`src/rtl/regfile_scoreboard.sv`:
```
// Register file with NRD combinational read ports and a per-register write-pending
// scoreboard. Issue claims set a pending bit, writeback clears it, and flush squashes
// all claims. Optional same-cycle writeback-to-read bypass under REGFILE_BYPASS_EN.
module regfile_scoreboard #(
    parameter int unsigned DWIDTH  = 32,
    parameter int unsigned NREGS   = 32,
    parameter int unsigned NRD     = 2,
    parameter logic [DWIDTH-1:0] SP_INIT = DWIDTH'(32'h0001_0000),
    localparam int unsigned AW     = $clog2(NREGS)
) (
    input  logic                  clk,
    input  logic                  rst,
    input  logic [NRD*AW-1:0]     rs_i,
    output logic [NRD*DWIDTH-1:0] rsdata_o,
    output logic [NRD-1:0]        rsbusy_o,
    input  logic                  iss_valid_i,
    input  logic [AW-1:0]         iss_rd_i,
    output logic                  iss_ready_o,
    input  logic                  wb_valid_i,
    input  logic [AW-1:0]         wb_rd_i,
    input  logic [DWIDTH-1:0]     wb_data_i,
    input  logic                  flush_i,
    output logic                  err_o
);

    logic [DWIDTH-1:0] regs_q [NREGS];
    logic [NREGS-1:0]  busy_q, busy_d;
    logic              err_q, err_d;
    logic              wb_fire, claim_fire;

    // x0 writes are dropped entirely
    assign wb_fire = wb_valid_i && (wb_rd_i != '0);

    // A writeback landing on the claimed register frees it in time for the claim
    assign iss_ready_o = !busy_q[iss_rd_i] || (wb_valid_i && (wb_rd_i == iss_rd_i));
    assign claim_fire  = iss_valid_i && iss_ready_o && (iss_rd_i != '0);
    assign err_o       = err_q;

    // Scoreboard and sticky error next state; flush overrides any claim
    always_comb begin
        busy_d = busy_q;
        err_d  = err_q;
        if (wb_fire) begin
            busy_d[wb_rd_i] = 1'b0;
            if (!busy_q[wb_rd_i] && !flush_i) begin
                err_d = 1'b1;
            end
        end
        if (claim_fire) begin
            busy_d[iss_rd_i] = 1'b1;
        end
        if (flush_i) begin
            busy_d = '0;
        end
        busy_d[0] = 1'b0;
    end

    // Scoreboard and error state registers
    always_ff @(posedge clk or negedge rst) begin
        if (!rst) begin
            busy_q <= '0;
            err_q  <= 1'b0;
        end else begin
            busy_q <= busy_d;
            err_q  <= err_d;
        end
    end

    // Architectural register storage; x2 resets to the stack pointer
    always_ff @(posedge clk or negedge rst) begin
        if (!rst) begin
            for (int i = 0; i < NREGS; i++) begin
                regs_q[i] <= (i == 2) ? SP_INIT : '0;
            end
        end else if (wb_fire) begin
            regs_q[wb_rd_i] <= wb_data_i;
        end
    end

    // Combinational read ports, optionally forwarding the in-flight writeback
    always_comb begin
        rsdata_o = '0;
        rsbusy_o = '0;
        for (int k = 0; k < NRD; k++) begin
            if (rs_i[k*AW +: AW] != '0) begin
                rsdata_o[k*DWIDTH +: DWIDTH] = regs_q[rs_i[k*AW +: AW]];
                rsbusy_o[k]                  = busy_q[rs_i[k*AW +: AW]];
`ifdef REGFILE_BYPASS_EN
                if (wb_fire && (wb_rd_i == rs_i[k*AW +: AW])) begin
                    rsdata_o[k*DWIDTH +: DWIDTH] = wb_data_i;
                    rsbusy_o[k]                  = 1'b0;
                end
`endif
            end
        end
    end

endmodule

```
`config.mk`:
```
export PLATFORM = sky130hd
export DESIGN_NAME = regfile_scoreboard
export DESIGN_NICKNAME = d
export VERILOG_FILES = /design/src/rtl/regfile_scoreboard.sv
export SDC_FILE = /design/constraint.sdc
export NUM_CORES = 2
export LEC_CHECK = 0
export CAP_MARGIN = 20
export CORE_MARGIN = 5
export CORE_UTILIZATION = 40
export DETAILED_ROUTE_END_ITERATION = 10
export PLACE_DENSITY = 0.55
export RECOVER_POWER = 100
export SLEW_MARGIN = 20
export SYNTH_ARGS = -nofsm -noshare
export SYNTH_HDL_FRONTEND = slang
export SYNTH_SLANG_ARGS = --single-unit
```
`constraint.sdc`:
```
create_clock -name clk -period 4.2 [get_ports clk]
set_clock_uncertainty 0.15 [all_clocks]
set_input_delay 0.84 -clock clk [delete_from_list [all_inputs] [get_ports clk]]
set_output_delay 0.84 -clock clk [all_outputs]
set_load 0.1 [all_outputs]
```
==> key figures <==
Run status
  – Status: finished with violations
  – Failing checks: capacitance limit, slew limit

Job
  – MaxCap Viol Count: 13

STA
  – Worst-Margin Slew: 2208 ps
  – RSZ-0062 raised after global routing: no
  – Worst slew margin: -0.4721
  – Final hold vios: 0
  – Final WS setup: 41.07 ps
  – Worst Hold Slack: 243.2 ps
  – Fmax: 240.4 MHz
  – Minimum clock period: 4159 ps
  – Final setup violating endpoints: 0
  – Period utilization: 0.9902
  – Max-slew violations: 308

Floorplanning
  – I/O pins: 125
  – Die Wd: 385.9 um
  – Die footprint: 148900 sq um
  – Die height: 385.9 um
  – Core ar.: 141100 sq um
  – Initial Utilization: 0.4007
  – Cell Rows: 138

Logic synthesis
  – Adder-cell share of the synthesized area: 0
  – Synth Area in XOR/XNOR: 0.0007748
  – Syn Nets: 3502
  – Ys flop type: dfrtp_1
  – #FFs+latches synth: 1056
  – Yosys cell types: 45
  – Mux contribution to synthesized area: 0.4784
  – Sequential share of the synthesized area: 0.4676
  – Post-Synth Simple-Gate Area: 0.01534
  – Synth Instances: 3445
  – Compound-Gate Fraction of Synth Area: 0.006951
  – Number of flops mapped to enable cells by yosys: 0
  – Synth async-reset ratio: 1.000
  – Mean Syn Cell Area: 16.41 sq um
  – YS warnings: 0
  – Largest family of logic cells by synthesized area: multiplexers
  – Netlist Area Pre-Place: 56520 sq um

Power
  – Pwr Density: 496.5 nW/um^2
  – Flop pwr share: 0.411
  – Power share of the clock group: 0.326
  – P_leak: 27.90 nW
  – Net Sw Power: 0.009619 W
  – Comb pwr share: 0.264
  – Cell-internal power: 0.02306 W
  – Switch share: 0.2944
  – Total Power: 0.03268 W
  – Worst vdd ir: 0.4330 mV

Placement
  – DP Area: 62630 sq um
  – Pre-CTS setup slack: -521.0 ps
  – Gpl congestion: 0.8310
  – DPL Wire Length: 115100 um
  – Port-buffer cells: 124

Clock tree
  – H-tree levels: 3
  – Setup Buffers After CTS: 0
  – Root buffer cell: clkbuf_16
  – CTS sink count: 1056
  – CTS Buffer Depth: 3
  – Reg clk slew, reported paths: 60 ps
  – CTS tree: yes
  – Worst-Skew Late Latency: 720 ps
  – Clock buffer count from CTS: 114

Routing
  – Post-DRT Antenna Nets: 0
  – Drt drc: 0
  – Via count: 34870
  – Drt wl/cell: 34.04 um
  – Initial DRT Pass Iterations: 5
  – Via density: 6.312
  – Drt initial violations: 3300
  – WL final: 188100 um

Finish
  – P&R area growth vs syn: 16.45%
  – Layout net count: 3606
  – Final Util: 0.4666
  – Layout cells sized above 1: 0.6197
  – Final std cell area, no fill: 65820 sq um
  – # fillers: 12020

Global route
  – Vias in the first global route: 37740
  – Largest net degree at the start of global routing: 114
  – Overflow after GRT: 0
  – Initial antenna violation count: 10
  – Total GRT Usage: 0.2557
  – First-pass GRT wire length: 276400 um

Worst setup path
  – Endpoint class of the critical path: output port
  – CP Class: in2out
  – CP arrival: 3170 ps
  – CP Launch Type: input port
  – Required @ worst endpoint: 3210 ps
  – Critical Path Fanout Max: 15

Hold path
  – Worst Hold Class: reg2reg
-- power by group through the flow --
stage,clock network (W),registers [W],logic [W]
finish,0.0106,0.0134,0.00862
global route,0.0112,0.0136,0.00909
CTS,0.0109,0.0134,0.00878
detailed placement,0,0.0135,0.00870
global placement,0,0.0133,0.00853
floorplan,0,0.0130,0.00601
-- synthesized netlist by cell type, drive strengths merged (4+ instances only) --
library cell  instances  area (sq um)
dfrtp              1055         26400
o31ai                18         140.1
nand3b                7         52.55
nand2                43         161.4
mux2i                69         690.7
o32ai                10         87.58
xor2                  4         35.03
nand3                25         125.1
buf                 185         892.1
mux4                671         15110
clkbuf              225         844.6
o2bb2ai               4         41.29
mux2                998         11240
nor2                 84         315.3
and3b                 5         43.79
-- flip-flops by register name, summed over array words and instances (netlist names) --
| signal | flops |
|---|---|
| busy_q | 31 |
| err_o | 1 |
| regs_q | 1024 |
-- stage by stage --
stage	setup TNS [ps]	cells
finish	0	5525
global route	0	5523
CTS	0	5520
detailed placement	-3400	5320
global placement	-3426	5320
floorplan	0	3445
-- worst paths after layout --
check	cells after the start	slack, ps	endpoint	from
max	9	40	rsdata_o[44]	rs_i[5]
min	0	240	regs_q[1018]	regs_q[1018]
max reg2reg	7	980	busy_q[25]	busy_q[18]
min reg2reg	0	240	regs_q[1018]	regs_q[1018]
max in group asynchronous	3	510	regs_q[960]	rst
min in group asynchronous	2	1000	regs_q[1021]	rst
-- cell type report --
type / instances / area [sq um] / share of cell area
timing repair buffer: 398 / 4436 / 0.06739
multi-input combinational: 1976 / 28650 / 0.4352
antenna: 4 / 10.01 / 0.0001521
sequential: 1056 / 26430 / 0.4015
inverter: 3 / 11.26 / 0.0001711
clock inverter: 26 / 450.4 / 0.006844
tap: 1890 / 2365 / 0.03593
clock buffer: 172 / 3475 / 0.05279
-- worst max-delay path: stages --
cell and delay (ps):
buf_16 230, buf_12 200, buf_12 160, mux4_2 510, mux4_2 510, mux2i_2 270
buf_4 180, nor2_2 40, buf_12 170
-- logic make-up (layout without fill, tap and decap cells) --
kind of cell    count (synthesis)  count (layout)
other cells                     0               4
flops                        1056            1056
buf+inv                       413             599
xor+xnor                        5               5
compound gates                 49              49
simple gates                  184             184
mux                          1738            1738
-- placed cells by master (no fill, tap or decap), types with 4 or more instances in the layout --
master,Yosys,routed
buf_12,0,112
buf_6,5,15
nand3b_1,7,7
dfrtp_1,1055,1055
nor2_2,0,64
diode_2,0,4
mux2i_2,0,8
clkbuf_8,0,34
nand2_1,43,38
nor2_4,0,6
bufinv_16,0,12
buf_8,0,4
o31ai_1,17,17
dlygate4sd3_1,0,5
clkbuf_2,0,50
mux2_2,997,995
o32ai_1,10,10
clkbuf_1,225,59
nand3_1,25,25
xor2_1,4,4
buf_16,0,4
and3b_1,5,5
clkbuf_4,0,21
mux2i_1,69,56
mux2i_4,0,5
buf_4,0,102
nand2_4,0,4
clkdlybuf4s50_1,0,41
clkbuf_16,0,118
clkinv_2,0,11
buf_2,128,4
mux4_2,671,671
nor2_1,84,14
-- per-layer routing --
metal  GRT usage  vias to the layer above  routed length [um]
li1            -                    13700                   -
met1      0.3718                    19400               81550
met2      0.3901                     1386               85750
met3     0.05021                      380               13690
met4     0.08093                        8                7053
met5           0                        -                  57
-- timing repair --
action / CTS / global route
gates cloned: 1 / 1
hold buffers: 1 / 0
hold endpoints to repair: 47 / 0
endpoints found under the setup margin: 23 / 13
resized for setup: 20 / 10
(Power assumes the default switching activity.)
